<file path="src/rtl/msg_router.sv">
// Byte-stream message router: hunts a two-byte sync word, reads an ID and a length,
// then steers each payload byte to one of NUM_SINKS unpackers via one-hot strobes.
module msg_router #(
   parameter int         NUM_SINKS = 4,
   parameter logic [7:0] SYNC0     = 8'h34,
   parameter logic [7:0] SYNC1     = 8'h12,
   parameter int         TIMEOUT   = 50000
) (
   input  logic                 Clock,
   input  logic                 Reset_n,
   input  logic [7:0]           ByteIn,
   input  logic                 ByteReady,
   output logic                 ClearAddr,
   output logic [NUM_SINKS-1:0] WriteByte,
   output logic [7:0]           DataByte,
   output logic [7:0]           MsgId,
   output logic                 MsgComplete,
   output logic                 BadId,
   output logic                 Timeout,
   output logic                 Busy
);

   localparam int             TW       = $clog2(TIMEOUT);
   localparam logic [TW-1:0]  T_LAST   = TW'(TIMEOUT - 1);
   localparam logic [7:0]     ID_LIMIT = 8'(NUM_SINKS);

   typedef enum logic [2:0] {HUNT, SYNC, GETID, GETCNT, PAYLOAD} state_t;

   state_t               state, state_next;
   logic [7:0]           remain, remain_next;
   logic [TW-1:0]        tcnt, tcnt_next;
   logic                 discard, discard_next;
   logic                 clear_next, complete_next, bad_next, timeout_next, busy_next;
   logic [NUM_SINKS-1:0] write_next;
   logic [7:0]           data_next, id_next;

   always_ff @(posedge Clock or negedge Reset_n) begin
      if (!Reset_n) begin
         state       <= HUNT;
         remain      <= '0;
         tcnt        <= '0;
         discard     <= 1'b0;
         ClearAddr   <= 1'b0;
         WriteByte   <= '0;
         DataByte    <= '0;
         MsgId       <= '0;
         MsgComplete <= 1'b0;
         BadId       <= 1'b0;
         Timeout     <= 1'b0;
         Busy        <= 1'b0;
      end else begin
         state       <= state_next;
         remain      <= remain_next;
         tcnt        <= tcnt_next;
         discard     <= discard_next;
         ClearAddr   <= clear_next;
         WriteByte   <= write_next;
         DataByte    <= data_next;
         MsgId       <= id_next;
         MsgComplete <= complete_next;
         BadId       <= bad_next;
         Timeout     <= timeout_next;
         Busy        <= busy_next;
      end
   end

   // A byte arriving always beats the timeout; idle cycles outside HUNT count toward it.
   always_comb begin
      state_next    = state;
      remain_next   = remain;
      tcnt_next     = '0;
      discard_next  = discard;
      clear_next    = 1'b0;
      write_next    = '0;
      data_next     = DataByte;
      id_next       = MsgId;
      complete_next = 1'b0;
      bad_next      = 1'b0;
      timeout_next  = 1'b0;

      if (ByteReady) begin
         case (state)
            HUNT: begin
               if (ByteIn == SYNC0) state_next = SYNC;
            end
            SYNC: begin
               if (ByteIn == SYNC1)      state_next = GETID;
               else if (ByteIn != SYNC0) state_next = HUNT;
            end
            GETID: begin
               id_next      = ByteIn;
               discard_next = (ByteIn >= ID_LIMIT);
               state_next   = GETCNT;
            end
            GETCNT: begin
               remain_next = ByteIn;
               clear_next  = 1'b1;
               bad_next    = discard;
               if (ByteIn == 8'd0) begin
                  complete_next = !discard;
                  state_next    = HUNT;
               end else begin
                  state_next = PAYLOAD;
               end
            end
            PAYLOAD: begin
               data_next   = ByteIn;
               if (!discard) write_next = NUM_SINKS'(1) << MsgId;
               remain_next = remain - 8'd1;
               if (remain == 8'd1) begin
                  complete_next = !discard;
                  state_next    = HUNT;
               end
            end
            default: state_next = HUNT;
         endcase
      end else if (state != HUNT) begin
         if (tcnt == T_LAST) begin
            timeout_next = 1'b1;
            state_next   = HUNT;
         end else begin
            tcnt_next = tcnt + TW'(1);
         end
      end

      busy_next = (state_next != HUNT);
   end

endmodule

</file>
<file path="config.mk">
export PLATFORM = sky130hd
export DESIGN_NAME = msg_router
export DESIGN_NICKNAME = d
export VERILOG_FILES = /design/src/rtl/msg_router.sv
export SDC_FILE = /design/constraint.sdc
export NUM_CORES = 1
export LEC_CHECK = 0
export CAP_MARGIN = 20
export CORE_MARGIN = 3
export CORE_UTILIZATION = 53
export DETAILED_ROUTE_END_ITERATION = 8
export PLACE_DENSITY = 0.75
export SLEW_MARGIN = 20
export SYNTH_ARGS = -nofsm -noshare
export SYNTH_HDL_FRONTEND = slang
export SYNTH_SLANG_ARGS = --single-unit
</file>
<file path="constraint.sdc">
create_clock -name Clock -period 2.29 [get_ports Clock]
set_input_delay 0.458 -clock Clock [delete_from_list [all_inputs] [get_ports Clock]]
set_output_delay 0.458 -clock Clock [all_outputs]
set_load 0.01 [all_outputs]
</file>
==> results of run 1 <==
layer usage:
metal | vias to the layer above | track usage [%] | share of wire, %
li1 | 940 | - | -
met1 | 975 | 26.9 | 40
met2 | 49 | 39.9 | 54
met3 | 14 | 4.27 | 3.1
met4 | 0 | 8.89 | 2.5
met5 | - | 0 | 0
where the power goes:
part	switching [uW]	total (uW)	internal (uW)
sequential	3.99	943	939
clock	292	648	357
combinational	52.6	87.9	35.2
total	348	1680	1330
placed cells by master (no fill, tap or decap), types with 2 or more instances in the layout:
master	netlist	layout
dfrtp_1	53	53
clkdlybuf4s50_1	0	34
nor2_1	25	25
mux2_2	16	16
buf_4	0	13
inv_1	12	12
nand2_1	11	11
nor3_1	10	10
xnor2_1	10	10
a21oi_1	10	10
nor4_1	9	9
nand3_1	9	9
o21ai_0	6	6
clkbuf_8	0	6
nand4_1	4	4
and3_1	4	4
a31oi_1	4	4
nor3b_1	3	3
xor2_1	3	3
o211ai_1	3	3
or3_1	3	3
ha_1	3	3
a41oi_1	2	2
a221o_1	2	2
o22a_1	2	2
o32ai_1	2	2
sequential cells by signal (all words and copies together) (netlist names), 3 cells and up:
signal	cells
WriteByte	4
state	3
DataByte	8
remain	8
tcnt	16
MsgId	8
logic make-up (layout without fill, tap and decap cells):
| family | after synthesis | after routing | share of synthesized area, % |
|---|---|---|---|
| and+or+nand+nor | 91 | 91 | 20.3 |
| AOI/OAI and AO/OA | 37 | 37 | 9.90 |
| buffers and inverters | 22 | 68 | 3.55 |
| adders and majority gates | 3 | 3 | 1.50 |
| DFF | 53 | 53 | 53.0 |
| muxes | 16 | 16 | 7.20 |
| xor gates and xnor gates | 13 | 13 | 4.55 |
area by class of cell:
class,instances,area (sq um)
clock buffers,7,86.3
clock inverters,1,30.0
fillers,352,1360
inverters,12,45.0
multi-input cells,160,1090
flip-flops and latches,53,1330
well taps,52,65.1
repair buffers,48,443
worst reg2reg max path, delay by kind of cell (launching register included):
kind | cells | cell delay (ns)
compound gates | 3 | 0.74
flops | 1 | 0.51
simple gates | 1 | 0.58
worst paths after layout:
check	startpoint	endpoint	slack [ns]	cells after the start
setup / recovery	state[0]	remain[2]	0.39	4
hold / removal	Reset_n	remain[2]	0.09	1
setup reg to reg	state[0]	remain[2]	0.39	4
hold reg to reg	tcnt[0]	tcnt[0]	0.49	1
max in group asynchronous	Reset_n	tcnt[7]	1.59	2
min in group Clock	tcnt[0]	tcnt[0]	0.49	1
per-stage QoR:
step,power [uW],cell area [sq um],std cells,hold slack (ns),setup WS [ns]
2_1_floorplan,981,2500,235,0.162,0.619
3_3_place_gp,1050,2970,325,0.424,0.276
3_5_place_dp,1050,2970,325,0.420,0.248
4_1_cts,1690,3090,333,0.0935,0.395
5_1_grt,1740,3090,333,0.106,0.211
6_report,1680,3090,333,0.0883,0.389
cell usage after synthesis (all sizes together), types with 2 or more instances:
master | number | share of area [%]
o32ai | 2 | 0.70
xnor2 | 10 | 3.5
o211ai | 3 | 0.90
nor3b | 3 | 0.90
nor3 | 10 | 2.0
clkbuf | 5 | 0.75
mux2 | 16 | 7.2
ha | 3 | 1.5
nor2 | 25 | 3.8
a221o | 2 | 0.80
a41oi | 2 | 0.70
or3 | 3 | 0.75
nand3 | 9 | 1.8
and3 | 5 | 1.3
dfrtp | 53 | 53
o21ai | 6 | 1.2
buf | 5 | 1.0
a31oi | 4 | 1.0
or3b | 2 | 0.70
nand2 | 11 | 1.7
xor2 | 3 | 1.1
a21oi | 11 | 2.4
inv | 12 | 1.8
o22a | 2 | 0.70
nand4 | 5 | 1.8
nor4 | 9 | 2.2
==> out/qor.txt, run 1 <==
Status - complete, no violations
Synthesis-stage register bit count - 53
Die height - 74.7 um
WS Path Type - flip-flop to flip-flop
GR Overflow Total - 0
EDFF count, synth - 0
CTS tree - yes
Area growth, synth to finish - 23.4%
Sequential share of the synthesized area - 53.0%
Crit-path max cell delay - 0.58 ns
Max Fclk - 0.526 GHz
DR WL/cell - 17.2 um
Worst path arrival time - 2.12 ns
CP cell instances - or3b_1 -> a21oi_2 -> o21ai_0 -> a22oi_1
Pin count of the biggest net entering global routing - 21
Peak VDD IR - 0.437 mV
CP endpoint kind - flip-flop
Port bufs - 35
Via/cell ratio - 5.94
CP Launch Type - flip-flop
Layout Skew - 0.00314 ns
Bufs on Longest Clock Path - 2
Nets - 294
Drt pass-1 iters - 5
Clock Latency Late Sink - 0.30 ns
Prevailing post-synth register cell - dfrtp_1
Fin crit period - 1.90 ns
DRC - 0
CTS root buffer - clkbuf_8
Critical path's top delay family - compound AO/OA/AOI/OAI gates
CORE AREA - 4440 sq um
Final HPWL DP - 4.22 mm
Post-synthesis cell area - 2500 sq um
WL final - 5.73 mm
Final hold vios - 0
Leakage power - 0.00134 uW
Hold/Removal Path Class - input pin to async pin
Average cell area after synthesis - 10.6 sq um
RePlAce Congestion - 0.855
Syn nets - 249
Starting DRT DRC Count - 214
Slowest CP cell - or3b_1
Placement Rows - 24
Vias in the first global route - 1,974
Htree depth - 2
CP Buf/Inv Count - 0
Cts hold-fix bufs - 0
Synth cell types - 44
Util after Layout - 69.5%
Async set-reset flop share out of synthesis - 100%
Layout cells sized above 1 - 15.7%
Least-Margin Pin Slew - 0.564 ns
Antenna violations before repair - 0
Vias post-DR - 1,978
DIE WIDTH - 74.7 um
Setup repair bufs after CTS - 0
Crit path required time - 2.51 ns
# IOs - 36
Tcrit/Tclk final - 83.0%
Gate Count Post-Synth - 235
Diode count - 0
Starting Density - 56.3%
Tot GR Track Use - 22.5%
Synth warn - 0
Num CTS Buffers - 5
Clk sinks - 53
TNS Setup - 0 ns
Max Slew Vio Count - 0
Crit path max fanout - 10
Final setup fails - 0
DRT antenna net count - 0
Post-CTS resize count - 0
First-pass GRT wire length - 9.35 mm
RSZ-0062 raised after global routing - false
Die area - 5580 sq um
MaxCap Viol Count - 0
Cell Pwr Density - 544 nW/um^2
Max_slew headroom - 62.0%
Worst-path clk slew - 0.09 ns
Power figures use the tool's default switching activity.
==> run 2, diff against run 1 <==
Settings changed: CORE_UTILIZATION 53 to 49, PLACE_DENSITY 0.75 to 0.73.
Clock period 2.29 ns to 1.68 ns, I/O delays scaled along.
==> out/qor.txt, run 2 (same netlist as run 1, synthesis figures left out) <==
Commonest non-fill, non-tap cell in the layout - dfrtp_1
CORE AREA - 4820 sq um (+8.4%)
Htree depth - 2 (unchanged)
Final Worst Setup Slack - -0.0172 ns (-0.407 ns)
Starting DRT DRC Count - 140 (-35%)
DIE WIDTH - 77.5 um (+3.7%)
Pint - 1830 uW (+38%)
Worst path arrival time - 1.93 ns (-0.19 ns)
Die height - 77.5 um (+3.7%)
Clock Latency Late Sink - 0.30 ns (about the same)
Worst-path clk slew - 0.09 ns (about the same)
Multi-input logic area - 1140 sq um (+4.5%)
WS Path Type - flip-flop to flip-flop
Leakage power - 0.00157 uW (+18%)
Final setup fails - 1 (+1)
Max Fclk - 0.589 GHz (+12%)
Antenna violations before repair - 0 (unchanged)
Final hold vios - 0 (unchanged)
# IOs - 36 (unchanged)
Starting Density - 51.9% (-4.4 points)
Cell Pwr Density - 664 nW/um^2 (+22%)
DRC - 0 (unchanged)
CTS root buffer - clkbuf_8
Final HPWL DP - 4.43 mm (+5.1%)
Failing checks - setup timing
Crit-path max cell delay - 0.50 ns (-0.08 ns)
Crit path max fanout - 4 (-6)
Bufs on Longest Clock Path - 2 (unchanged)
CP Launch Type - flip-flop
GRT met2 Usage - 39.4% (-0.52 points)
Clk sinks - 53 (unchanged)
Status - complete, but fails checks
Tcrit/Tclk final - 101% (+18 points)
GRT busiest layer - met2
Fin crit period - 1.70 ns (-0.203 ns)
Final Non-Filler Cells - 389 (+17%)
Number of flip-flops in the largest register - 16 (unchanged)
Place WS - -0.223 ns (-0.471 ns)
Layout Skew - 0.00598 ns (+0.00283 ns)
Switch Pwr - 485 uW (+39%)
Most frequent cells in the layout - dfrtp_1 (53), buf_4 (52), clkdlybuf4s50_1 (34), nor2_1 (25), mux2_2 (16)
CTS tree - yes
Diode count - 0 (unchanged)
Drt pass-1 iters - 4 (-1)
Combinational share of power - 6.2% (+1.0 points)
Layout cells sized above 1 - 28.3% (+13 points)
TNS Setup - -0.0172 ns (-0.0172 ns)
Fillers - 368 (+4.5%)
Nets - 335 (+14%)
Largest Register - tcnt
RSZ-0062 raised after global routing - true
Die area - 6000 sq um (+7.5%)
Met3 global-route usage - 4.41% (+0.14 points)
CP cell instances - buf_4 -> nand4_4 -> or4_4 -> or3_1 -> a21oi_1
Port bufs - 35 (unchanged)
GR Overflow Total - 0 (unchanged)
Register Area - 1330 sq um (unchanged)
First-pass GRT wire length - 10.5 mm (+12%)
Seq pwr share - 55.5% (-0.7 points)
Vias in the first global route - 2,214 (+12%)
Pin count of the biggest net entering global routing - 54 (+160%)
Area growth, synth to finish - 39.5%
Max Slew Vio Count - 0 (unchanged)
DP Cell Count - 378 (+16%)
Vias post-DR - 2,119 (+7.1%)
GR Util met1 - 26.4% (-0.53 points)
Via/cell ratio - 5.45 (-8.3%)
Tot GR Track Use - 21.8% (-0.64 points)
Clock power frac - 38.3% (-0.3 points)
Cts hold-fix bufs - 0 (unchanged)
Least-Margin Pin Slew - 0.465 ns (-0.0994 ns)
MaxCap Viol Count - 0 (unchanged)
Peak VDD IR - 0.396 mV (-9.6%)
WL final - 6.05 mm (+5.7%)
Placement Rows - 25 (+4.2%)
Max_slew headroom - 68.7% (+6.7 points)
Num CTS Buffers - 5 (unchanged)
RePlAce Congestion - 0.953 (+12%)
Crit path required time - 1.91 ns (-0.60 ns)
Switching share of power - 20.9% (+0.20 points)
Hold/Removal Path Class - input pin to async pin
DRT antenna net count - 0 (unchanged)
CP endpoint kind - flip-flop
Slowest CP cell - or4_4
DR WL/cell - 15.6 um (-9.5%)
run 2: cell types whose count changed in the layout (fill, tap and decap cells not counted), sizes merged:
cell | before | now
buf | 14 | 55
run 2: what timing repair did:
action	CTS	global route
gates resized for setup	4	4
setup buffers	0	3
pin swaps	1	1
gates cloned	0	0
endpoints found under the setup margin	3	13
run 2: worst paths after layout:
check	from	end	slack (ns)	cells after the start
worst min register to register	DataByte[7]	DataByte[7]	0.51	1
worst max-delay path	tcnt[4]	tcnt[15]	-0.02	5
worst min-delay path	Reset_n	remain[0]	0.008	2
max in group asynchronous	Reset_n	DataByte[6]	1.44	2
worst max register to register	tcnt[4]	tcnt[15]	-0.02	5
min in group Clock	DataByte[7]	DataByte[7]	0.51	1
run 2: stage by stage:
step / hold slack [ns] / utilization [%] / total power (uW) / cell area (sq um)
after floorplan: 0.0404 / - / 1340 / 2500
after global routing: 0.0129 / 72.4 / 2420 / 3490
after global placement: 0.350 / 68.5 / 1450 / 3300
after detailed placement: 0.354 / 68.5 / 1450 / 3300
after CTS: 0.0215 / 71.6 / 2340 / 3450
final: 0.00751 / 72.4 / 2320 / 3490
run 2: layout make-up:
class / instances / share of cell area, %
Timing Repair Buffer: 89 / 22.2
Clock inverter: 1 / 0.861
Sequential cell: 53 / 38.0
Tap cell: 67 / 2.40
Clock buffer: 7 / 2.47
Inverter: 12 / 1.29
Multi-Input combinational cell: 160 / 32.7
run 2: power groups by stage:
stage	combinational, uW	sequential [uW]	clock (uW)
5_1_grt	156	1290	976
3_3_place_gp	139	1310	0
3_5_place_dp	140	1310	0
4_1_cts	143	1290	908
6_report	144	1290	889
2_1_floorplan	27.0	1310	0
run 2: worst max-delay path: cells and delay by family, from the launching register on:
kind	cells	cell delay, ns
AND/OR/NAND/NOR	3	0.94
flip-flops	1	0.39
buffers and inverters	1	0.16
AO/OA/AOI/OAI	1	0.14
run 2: routing by layer:
layer	vias to the layer above	routed length, um
li1	1018	-
met1	1034	2490
met2	55	3220
met3	12	239
met4	0	111
met5	-	0
==> run 3, diff against run 2 <==
Settings changed: PLACE_DENSITY 0.73 to 0.76.
==> out/qor.txt, run 3 (same netlist as run 1, synthesis figures left out) <==
Worst hold slack - -0.00123 ns (-0.00873 ns)
RR Endpoint - tcnt[15]
Worst-path clk slew - 0.09 ns (about the same)
Worst path arrival time - 1.95 ns (+0.02 ns)
Drt pass-1 iters - 4 (unchanged)
Leakage power - 0.00161 uW (+2.6%)
DRC - 0 (unchanged)
Place WS - -0.217 ns (+0.00574 ns)
CORE AREA - 4820 sq um (unchanged)
Clk sinks - 53 (unchanged)
RSZ-0062 raised after global routing - true
Max Slew Vio Count - 0 (unchanged)
R2r setup slk - -0.04 ns (-0.02 ns)
Pin count of the biggest net entering global routing - 54 (unchanged)
Clock Latency Late Sink - 0.31 ns (about the same)
Antenna violations before repair - 0 (unchanged)
RePlAce Congestion - 0.894 (-6.2%)
Num CTS Buffers - 5 (unchanged)
Peak VDD IR - 0.654 mV (+65%)
Tcrit/Tclk final - 102% (+1.4 points)
Status - complete, but fails checks
Layout Skew - 0.00526 ns (-0.000717 ns)
WL final - 6.31 mm (+4.2%)
Nets - 338 (+0.90%)
CP Launch Type - flip-flop
Reg2reg start - tcnt[5]
Crit path max fanout - 2 (-2)
Final Cell Area - 3550 sq um (+1.8%)
Area growth, synth to finish - 42.0%
Bufs on Longest Clock Path - 2 (unchanged)
Placement Rows - 25 (unchanged)
Max Fclk - 0.581 GHz (-1.4%)
Starting DRT DRC Count - 203 (+45%)
GR Overflow Total - 0 (unchanged)
CTS tree - yes
MaxCap Viol Count - 0 (unchanged)
Vias post-DR - 2,132 (+0.61%)
Largest Register - tcnt
First-pass GRT wire length - 10.5 mm (unchanged)
CP Capture Point - tcnt[15]
# IOs - 36 (unchanged)
Via/cell ratio - 5.44 (-0.16%)
Final HPWL DP - 4.34 mm (-2.1%)
Most frequent cells in the layout - dfrtp_1 (52), buf_4 (52), clkdlybuf4s50_1 (34), nor2_1 (25), mux2_2 (16)
Die height - 77.5 um (unchanged)
DIE WIDTH - 77.5 um (unchanged)
Final setup fails - 2 (+1)
Util after Layout - 73.8% (+1.3 points)
Vias in the first global route - 2,131 (-3.7%)
Max_slew headroom - 74.3% (+5.6 points)
CP endpoint kind - flip-flop
Final Worst Setup Slack - -0.0407 ns (-0.0234 ns)
CTS root buffer - clkbuf_8
Worst Reg2Reg Path Length in Cells - 5 (unchanged)
Final hold vios - 1 (+1)
Htree depth - 2 (unchanged)
Starting Density - 51.9% (unchanged)
Hold/Removal Path Class - input pin to async pin
Diode count - 0 (unchanged)
Least-Margin Pin Slew - 0.381 ns (-0.0836 ns)
Dpl cell area - 3290 sq um (-0.45%)
Failing checks - hold timing, setup timing
DR WL/cell - 16.1 um (+3.4%)
Crit path required time - 1.91 ns (about the same)
Fin crit period - 1.72 ns (+0.0234 ns)
WS Path Type - flip-flop to flip-flop
Die area - 6000 sq um (unchanged)
Tot GR Track Use - 22.0% (+0.12 points)
Total power - 2320 uW (about the same)
Number of flip-flops in the largest register - 16 (unchanged)
Critical Path Source - tcnt[5]
Port bufs - 35 (unchanged)
DRT antenna net count - 0 (unchanged)
Cell Pwr Density - 652 nW/um^2 (-1.9%)
Layout cells sized above 1 - 29.8% (+1.6 points)
[run 3: worst min-delay path by stage]
stage / start / to / cells past startpoint
floorplan: Reset_n / BadId / 0
global placement: Reset_n / remain[2] / 2
detailed placement: Reset_n / remain[2] / 2
CTS: Reset_n / remain[2] / 2
global route: Reset_n / remain[2] / 2
finish: Reset_n / remain[2] / 2
[run 3: critical path, stage by stage (launching register included)]
cell and delay [ns]:
dfrtp_1 0.44, buf_6 0.14, nand4_4 0.09, or4_4 0.50, or3_1 0.35, a21oi_1 0.13
[run 3: area by class of cell]
type,instances,area (sq um)
fill,342,1260
inverter,12,45.0
tap,67,83.8
clock buffer,7,86.3
multi-input combinational,160,1170
sequential,53,1330
timing repair buffer,92,810
clock inverter,1,30.0
[run 3: per-stage QoR]
step / cells / TNS (ns)
2_1_floorplan: 235 / 0
3_3_place_gp: 376 / -2.11
3_5_place_dp: 376 / -2.77
4_1_cts: 388 / -0.0231
5_1_grt: 392 / -0.188
6_report: 392 / -0.0756
[run 3: routing by layer]
metal | vias to the layer above | track usage (%) | wire (um)
met5 | - | 0 | 0
met3 | 6 | 5.45 | 311
met1 | 1032 | 28.8 | 2720
li1 | 1025 | - | -
met4 | 0 | 5.69 | 73
met2 | 69 | 36.4 | 3200
[run 3: timing repair]
action / CTS / global route
cloned: 0 / 0
endpoints found under the setup margin: 3 / 23
hold buffers: 0 / 0
pin swaps: 3 / 3
buffers inserted: 4 / 4
gates resized for setup: 5 / 12
[run 3: report_power, final]
| part | total, uW | internal (uW) | switching [uW] |
|---|---|---|---|
| Clock | 890 | 486 | 404 |
| Combinational | 141 | 65.2 | 75.8 |
| Sequential | 1290 | 1280 | 5.06 |
| Total | 2320 | 1830 | 485 |
